`config.mk`:
```
export PLATFORM = sky130hd
export DESIGN_NAME = value_change_monitor
export DESIGN_NICKNAME = d
export VERILOG_FILES = /design/src/rtl/vcm_pkg.sv /design/src/rtl/vcm_fifo.sv /design/src/rtl/value_change_monitor.sv
export SDC_FILE = /design/constraint.sdc
export NUM_CORES = 1
export LEC_CHECK = 0
export BUFFER_PORTS_ARGS = -buffer_cell sky130_fd_sc_hd__buf_2
export CORE_UTILIZATION = 35
export CTS_BUF_LIST = sky130_fd_sc_hd__clkbuf_4
export DETAILED_ROUTE_END_ITERATION = 8
export PLACE_DENSITY_LB_ADDON = 0.05
export RECOVER_POWER = 50
export REMOVE_ABC_BUFFERS = 1
export SYNTH_ARGS = -nofsm -noshare
export SYNTH_HDL_FRONTEND = slang
export SYNTH_HIERARCHICAL = 1
export SYNTH_SLANG_ARGS = --single-unit
```
`constraint.sdc`:
```
create_clock -name clk -period 5.65 [get_ports clk]
set_clock_uncertainty 0.2 [all_clocks]
set_input_delay 0.8475 -clock clk [delete_from_list [all_inputs] [get_ports clk]]
set_output_delay 0.8475 -clock clk [all_outputs]
set_load 0.05 [all_outputs]
```
`src/rtl/vcm_pkg.sv`:
```
// Shared types and helpers for the value change monitor: event record and channel-index width.
package vcm_pkg;

  localparam int unsigned CHAN_MAXW = 4;
  localparam int unsigned DATA_MAXW = 64;

  typedef struct packed {
    logic [CHAN_MAXW-1:0] chan;
    logic [DATA_MAXW-1:0] data;
  } vcm_event_t;

  // Channel index width; a single channel still gets one bit.
  function automatic int unsigned chan_w(input int unsigned nch);
    return (nch > 1) ? $clog2(nch) : 1;
  endfunction

endpackage

```
`src/rtl/vcm_fifo.sv`:
```
// Event FIFO with wrap-bit pointers; simultaneous push and pop are honoured even when full.
module vcm_fifo #(
  parameter int unsigned DEPTH = 4,
  parameter int unsigned PW    = 8
) (
  input  logic          clk,
  input  logic          rst_n,
  input  logic          push,
  input  logic [PW-1:0] wdata,
  input  logic          pop,
  output logic          full,
  output logic          empty,
  output logic [PW-1:0] rdata
);

  localparam int unsigned AW = $clog2(DEPTH);

  logic [AW:0]   wr_ptr_q, wr_ptr_d;
  logic [AW:0]   rd_ptr_q, rd_ptr_d;
  logic [PW-1:0] mem_q [DEPTH];
  logic [PW-1:0] mem_d [DEPTH];
  logic          do_push;
  logic          do_pop;

  assign empty = (wr_ptr_q == rd_ptr_q);
  assign full  = (wr_ptr_q[AW] != rd_ptr_q[AW]) && (wr_ptr_q[AW-1:0] == rd_ptr_q[AW-1:0]);
  assign rdata = mem_q[rd_ptr_q[AW-1:0]];

  always_comb begin
    do_pop   = pop && !empty;
    do_push  = push && (!full || do_pop);
    wr_ptr_d = wr_ptr_q;
    rd_ptr_d = rd_ptr_q;
    mem_d    = mem_q;
    if (do_push) begin
      mem_d[wr_ptr_q[AW-1:0]] = wdata;
      wr_ptr_d = wr_ptr_q + (AW+1)'(1);
    end
    if (do_pop) begin
      rd_ptr_d = rd_ptr_q + (AW+1)'(1);
    end
  end

  always_ff @(posedge clk or negedge rst_n) begin
    if (!rst_n) begin
      wr_ptr_q <= '0;
      rd_ptr_q <= '0;
      for (int i = 0; i < int'(DEPTH); i++) begin
        mem_q[i] <= '0;
      end
    end else begin
      wr_ptr_q <= wr_ptr_d;
      rd_ptr_q <= rd_ptr_d;
      mem_q    <= mem_d;
    end
  end

endmodule

```
`src/rtl/value_change_monitor.sv`:
```
// Watches NCH channels for 4-state value changes, counts them, and queues one event per
// pending channel through a lowest-index arbiter into an event FIFO.
module value_change_monitor
  import vcm_pkg::*;
#(
  parameter int unsigned WIDTH = 4,
  parameter int unsigned NCH   = 2,
  parameter int unsigned DEPTH = 4,
  parameter int unsigned CNTW  = 8
) (
  input  logic                    clk,
  input  logic                    rst_n,
  input  logic                    en,
  input  logic [NCH*WIDTH-1:0]    value,
  output logic [NCH*WIDTH-1:0]    monitor,
  output logic [NCH*CNTW-1:0]     chg_count,
  output logic                    ev_valid,
  input  logic                    ev_ready,
  output logic [chan_w(NCH)-1:0]  ev_chan,
  output logic [WIDTH-1:0]        ev_data,
  output logic                    overflow,
  input  logic                    clr_ovf
);

  localparam int unsigned CW = chan_w(NCH);
  localparam int unsigned PW = CW + WIDTH;

  logic [NCH*WIDTH-1:0] monitor_q, monitor_d;
  logic [NCH*CNTW-1:0]  cnt_q, cnt_d;
  logic [NCH-1:0]       pending_q, pending_d;
  logic                 primed_q, primed_d;
  logic                 ovf_q, ovf_d;

  logic                 arb_found;
  logic [CW-1:0]        arb_chan;
  logic [WIDTH-1:0]     arb_data;
  logic                 fifo_push, fifo_pop, fifo_full, fifo_empty;
  logic [PW-1:0]        push_payload, head_payload;
  vcm_event_t           head_ev;

  // Lowest-index pending channel wins; pending_q only holds bits set on earlier edges.
  always_comb begin
    arb_found = 1'b0;
    arb_chan  = '0;
    arb_data  = '0;
    for (int c = int'(NCH) - 1; c >= 0; c--) begin
      if (pending_q[c]) begin
        arb_found = 1'b1;
        arb_chan  = CW'(c);
        arb_data  = monitor_q[c*WIDTH +: WIDTH];
      end
    end
  end

  assign fifo_pop     = !fifo_empty && ev_ready;
  assign fifo_push    = arb_found && (!fifo_full || fifo_pop);
  assign push_payload = {arb_chan, arb_data};

  always_comb begin
    monitor_d = monitor_q;
    cnt_d     = cnt_q;
    pending_d = pending_q;
    primed_d  = primed_q;
    ovf_d     = ovf_q;
    if (clr_ovf) begin
      ovf_d = 1'b0;
    end
    if (fifo_push) begin
      pending_d[arb_chan] = 1'b0;
    end
    if (en) begin
      if (!primed_q) begin
        monitor_d = value;
        primed_d  = 1'b1;
      end else begin
        for (int unsigned c = 0; c < NCH; c++) begin
          // Case inequality so that X/Z transitions register as changes.
          if (value[c*WIDTH +: WIDTH] !== monitor_q[c*WIDTH +: WIDTH]) begin
            monitor_d[c*WIDTH +: WIDTH] = value[c*WIDTH +: WIDTH];
            if (cnt_q[c*CNTW +: CNTW] != {CNTW{1'b1}}) begin
              cnt_d[c*CNTW +: CNTW] = cnt_q[c*CNTW +: CNTW] + CNTW'(1);
            end
            if (pending_q[c] && !(fifo_push && (arb_chan == CW'(c)))) begin
              ovf_d = 1'b1;
            end
            pending_d[c] = 1'b1;
          end
        end
      end
    end
  end

  always_ff @(posedge clk or negedge rst_n) begin
    if (!rst_n) begin
      monitor_q <= '0;
      cnt_q     <= '0;
      pending_q <= '0;
      primed_q  <= 1'b0;
      ovf_q     <= 1'b0;
    end else begin
      monitor_q <= monitor_d;
      cnt_q     <= cnt_d;
      pending_q <= pending_d;
      primed_q  <= primed_d;
      ovf_q     <= ovf_d;
    end
  end

  vcm_fifo #(
    .DEPTH (DEPTH),
    .PW    (PW)
  ) u_fifo (
    .clk   (clk),
    .rst_n (rst_n),
    .push  (fifo_push),
    .wdata (push_payload),
    .pop   (fifo_pop),
    .full  (fifo_full),
    .empty (fifo_empty),
    .rdata (head_payload)
  );

  always_comb begin
    head_ev.chan = CHAN_MAXW'(head_payload[PW-1 -: CW]);
    head_ev.data = DATA_MAXW'(head_payload[WIDTH-1:0]);
  end

  assign monitor   = monitor_q;
  assign chg_count = cnt_q;
  assign overflow  = ovf_q;
  assign ev_valid  = !fifo_empty;
  assign ev_chan   = CW'(head_ev.chan);
  assign ev_data   = WIDTH'(head_ev.data);

endmodule
```
; After elaboration in Yosys (flattened, before gate mapping)
; Cells that the tools add are included.
; Widths: inputs -> output; s select.
[totals]
regBits = 54
latch_bits = 0
ram_bits = 0
romBits = 0
inputBits = 13
output_inout_bits = 31
word_cells = 85
mem_count = 0
[classes]
addsub = 4
multipliers = 0
div = 0
n_lt_le_gt_ge = 5
eq_ne = 9
shifts = 0
muxes = 28
bitwise_logic = 5
reduce_logical = 21
[ops]
columns = operator, count
row1 = $bwmux 20, 1
row2 = $add 8x1->8 const B, 2
row3 = $mux 4, 4
row4 = $ne 8x8->1 const B, 2
row5 = $mux 5, 3
row6 = $mux 1, 13
row7 = $logic_and 1x1->1, 11
row8 = $bmux 5 s2, 1
row9 = $demux 5 s2, 1
row10 = $mux 8, 1
row11 = $nex 4x4->1, 2
row12 = $reduce_and 4->1, 2
row13 = $add 3x1->3 const B, 2
row14 = $ge 3x3->1 const B, 2
row15 = $mux 2, 3
row16 = $not 2->3, 2
row17 = $logic_not 1->1, 4
row18 = $ne 2x1->1 const B, 2
row19 = $reduce_and 2->1, 2
row20 = $eq 3x3->1, 1
row21 = $lt 3x1->1 const B, 1
row22 = $and 2x2->2, 1
row23 = $eq 2x2->1, 1
row24 = $logic_or 1x1->1, 2
row25 = 6 further kinds, 6

; Depth between registers and ports, before layout
[depth]
ltp_word = 14
mapped_depth = 12
ltp_nobuf = 8

; Hierarchy
; The synthesis kept the hierarchy.
[by_module_without_submodules]
columns = mod, instances, cells_each, area_per_inst_um2, seq_area_each_um2
row1 = vcm_fifo, 1, 109, 1490.2, 650.6
row2 = value_change_monitor, 1, 119, 1408.9, 700.7

; Least setup slack after synthesis
; OpenSTA, ideal clock, no wires.
[synth_timing]
path_kind = register to register
from = reg u_fifo.rd_ptr_q[1]
to = reg u_fifo/mem_q[12] in the netlist's numbering
setup_ps = 135
arrival_time_ps = 2482
required_time_ps = 5315
path_slack_ps = 2833
path_stages_with_launch = 12
path_buffers = 4
synth_period_minus_slack_ps = 2817
cell_sequence = dfrtp_1 -> buf_4 -> xor2_4 -> buf_4 -> or2_2 -> nor2_1 -> nand2b_1 -> inv_1 -> buf_2 -> buf_2 -> o41ai_2 -> o2bb2ai_1
[synth_via]
elab_chain_len = 6
[synth_lines]
columns = element, line
row1 = "start, declared", vcm_fifo.sv:19  ; logic [AW:0] rd_ptr_q, rd_ptr_d;
row2 = "start signal, assigned", vcm_fifo.sv:53  ; rd_ptr_q <= rd_ptr_d;
row3 = $eq 3x3->1 (*), vcm_fifo.sv:25  ; assign empty = (wr_ptr_q == rd_ptr_q);
row4 = net fifo_empty, value_change_monitor.sv:37  ; logic fifo_push, fifo_pop, fifo_full, fifo_empty;
row5 = $logic_not 1->1 (*), value_change_monitor.sv:55  ; assign fifo_pop = !fifo_empty && ev_ready;
row6 = $logic_and 1x1->1 (*), value_change_monitor.sv:55
row7 = net fifo_pop, value_change_monitor.sv:37
row8 = $logic_or 1x1->1 / $logic_and 1x1->1 (equally long branches), "value_change_monitor.sv:56, vcm_fifo.sv:30"
row9 = $logic_and 1x1->1 / $logic_or 1x1->1 (equally long branches), "value_change_monitor.sv:56, vcm_fifo.sv:31"
row10 = $logic_and 1x1->1 (*), vcm_fifo.sv:31  ; do_push = push && (!full || do_pop);
row11 = "end signal, assigned", vcm_fifo.sv:54  ; mem_q <= mem_d;
row12 = "end, declared", vcm_fifo.sv:20  ; logic [PW-1:0] mem_q [DEPTH];
; Mark *: on every way through the listed nets, which the timed path passes. The rest lies on a longest branch.
; A chain may end at the register's enable or synchronous reset.

; Final worst setup path
[layout_timing]
from = reg u_fifo.rd_ptr_q[0]
to = out ev_valid
[layout_via]
elab_chain_len = 2
[layout_lines]
columns = element, line
row1 = $eq 3x3->1, vcm_fifo.sv:25
row2 = net fifo_empty, value_change_monitor.sv:37
row3 = $logic_not 1->1, value_change_monitor.sv:131  ; assign ev_valid = !fifo_empty;
row4 = "end, declared", value_change_monitor.sv:17  ; output logic ev_valid,
; The timed path passes the listed nets, and every way through them passes these cells.

==> impl_metrics.tcl <==
set metrics [dict create \
    dr.pass1.iters 4 \
    initial_core_util_pct 36.75 \
    route.detailed.drc 0 \
    ant_nets 0 \
    wirelength_mm 6.028 \
    cp_cell_sequence "xor2_2, or2_2, nor2_1, inv_1, buf_2" \
    grt_pass1_wl_mm 10.09 \
    cts_hold_buffers 0 \
    syn_to_final_growth_pct 11.01 \
    netlist_area_um2 2899 \
    cts_buffers 5 \
    ys_warn_count 6 \
    status "complete, but fails checks" \
    crit_type "flop to output port" \
    grt_pass1_vias 1954 \
    core_area_um2 7888 \
    seq_area_frac_synth_pct 46.61 \
    worstPathArrival_ns 2.50 \
    cts_resized 0 \
    postSynthRegisterBits 54 \
    synth.area.top_cells "dfrtp_1 (47%), o2bb2ai_1 (6.0%), xor2_1 (5.7%)" \
    cts_setup_buffers 0 \
    synth.largest_area_cell "dfrtp_1" \
    cp-end-kind "output port" \
    grt.overflow.total 0 \
    p_seq_share_pct 33.5 \
    mostFrequentLayoutCells "dfrtp_1 (54), buf_2 (39), o2bb2ai_1 (20)" \
    ys_async_sr_fraction_pct 100.0 \
    root_buffer "clkbuf_4" \
    max_stage_delay_ns 0.82 \
    num_antenna_cells 0 \
    port-buffer-count 43 \
    worstSetupStartpointType "flop" \
    final_nets 289 \
    finalCritPeriodShare_pct 62.87 \
    cp_max_fo 14 \
    setup_viol 0 \
    gp_congestion 0.7050 \
    p_per_area_nw_per_um2 647.0 \
    die_x_um 93.01 \
    via_per_inst 5.258 \
    synth_edf_count 0 \
    clock_latency_ns 0.37 \
    synth_cell_types 43 \
    cts_tree "built" \
    grt_max_degree 55 \
    switching_share_pct 51.98 \
    clk_pin_slew_worst_paths_ns 0.15 \
    syn_area_per_cell_um2 12.72 \
    drt_iter0_drc 44 \
    final_max_slew_viol_count 77 \
    cts.sinks 54 \
    cap_violations 3 \
    ir_drop_mv 0.2701 \
    fmax_ghz 0.2815 \
    dp_hpwl_mm 4.193 \
    setup_tns_ns 0 \
    core.rowCount 32 \
    leakagePower_nw 1.397 \
    rsz0062_at_grt "false" \
    htree_num_levels 2 \
    final_common_cell "dfrtp_1" \
    vias 1956 \
    pwr-share-clk_pct 10.3 \
    grt_usage_pct 14.97 \
    crit_slowest_cell "xor2_2" \
    placed_cells 364 \
    violations "max-capacitance violations, max-slew violations" \
    switching_power_mw 1.082 \
    worst_pin_slew_ns 2.993 \
    drive_gt1_share_pct 30.00 \
    die_area_um2 8651 \
    fin_crit_ns 3.552 \
    required_ns 4.60 \
    p_int_uw 999.9 \
    postSynthCellCount 228 \
    synth.top_cell.area_share_pct 46.61 \
    stdcell_count 372 \
    antenna_found_initial 0 \
    timing.final.hold_violations 0 \
    synth_flop_cell "dfrtp_1" \
    wire_per_inst_um 16.20 \
    hold_class "flop to flop" \
    fp.dieH_um 93.01 \
    clockBufferDepth 2 \
    io_pins 44 \
    slew_headroom_pct -99.51 \
    combPwrFrac_pct 56.2 \
]
-- synthesized netlist by cell type (2+ instances only) --
master and instances:
nor3_1 3, o211ai_1 2, nor2_1 7, clkbuf_1 2, xor2_1 19, nand2b_1 4, nor3_2 2, buf_2 2
nor4b_1 2, nor4_1 5, o41ai_4 4, mux2_2 8, nand2_1 17, o41ai_2 8, mux2_1 4, or2_2 2
nand3_1 7, o31ai_1 2, dfrtp_1 54, nand4_1 2, and2_1 5, o2bb2ai_1 20, buf_6 2, o32a_1 2
buf_4 4, inv_1 7, mux2_4 2, nor2_2 2, a22o_1 3, mux4_2 5, xnor2_1 2, ha_1 7
-- metal layers --
layer  wire length (µm)  share of wire [%]  GRT usage (%)
met1               3119                 52          22.96
met2               2637                 44          20.83
met3                235                3.9          3.496
met4                 36               0.60          4.103
met5                  0                  0              0
-- cell families (layout without fill, tap and decap cells) --
logic type                 after synthesis  count (layout)  synth area share, %
DFF                                     54              54                46.61
and+or+nand+nor                         60              60                10.88
xor gates and xnor gates                23              23                7.855
muxes                                   19              19                9.581
AOI/OAI and AO/OA                       48              48                18.73
buffers and inverters                   17              59                3.324
adders and majority gates                7               7                3.021
-- worst paths after layout --
path	startpoint	slack, ns	end	depth (start not counted)
max in group asynchronous	rst_n	2.25	pending_q[1]$_DFF_PN0_	2
min in group asynchronous	rst_n	1.34	u_fifo/mem_q[4]$_DFFE_PN0P_	2
max	u_fifo/rd_ptr_q[0]$_DFFE_PN0P_	2.10	ev_valid	5
max reg2reg	u_fifo/rd_ptr_q[0]$_DFFE_PN0P_	2.17	u_fifo/mem_q[1]$_DFFE_PN0P_	8
min reg2reg	u_fifo/mem_q[17]$_DFFE_PN0P_	0.31	u_fifo/mem_q[17]$_DFFE_PN0P_	1
min	u_fifo/mem_q[17]$_DFFE_PN0P_	0.31	u_fifo/mem_q[17]$_DFFE_PN0P_	1
-- per-stage QoR --
step	power, mW	util (%)	hold slack [ns]	worst slack, ns	area (µm²)
6_report	2.082	40.80	0.3124	2.098	3218
5_1_grt	2.232	40.80	0.3250	1.638	3218
4_1_cts	2.113	41.39	0.3071	2.074	3264
3_5_place_dp	1.890	40.40	0.2573	2.168	3187
3_3_place_gp	1.889	40.40	0.2497	2.266	3187
2_1_floorplan	1.606	-	0.2301	2.652	2829
-- registers in the layout (all words and copies together), names as in the netlist --
signal / cells
u_fifo/mem_q: 20
pending_q: 2
overflow: 1
u_fifo/wr_ptr_q: 3
primed_q: 1
monitor: 8
u_fifo/rd_ptr_q: 3
chg_count: 16
-- critical path: cells and delay by family (launching register included) --
kind | cells | cell delay [ns]
flip-flops | 1 | 0.69
AND/OR/NAND/NOR | 2 | 0.30
buffers and inverters | 2 | 0.32
XOR/XNOR | 1 | 0.82
-- area by class of cell --
class                   count  area, µm²
clock buffers               5      37.54
flip-flops and latches     54       1351
repair buffers             44      214.0
fillers                   760       4669
clock inverters             3      40.04
inverters                   7      26.28
well taps                 102      127.6
multi-input cells         157       1421
-- power by group through the flow --
| stage | clock network, mW | registers (mW) | logic [mW] |
|---|---|---|---|
| 5_1_grt | 0.240 | 0.723 | 1.27 |
| 3_5_place_dp | 0 | 0.705 | 1.19 |
| 4_1_cts | 0.227 | 0.699 | 1.19 |
| 2_1_floorplan | 0 | 0.860 | 0.746 |
| 6_report | 0.214 | 0.698 | 1.17 |
| 3_3_place_gp | 0 | 0.710 | 1.18 |
Note: power is estimated with default switching activity, not from simulation.
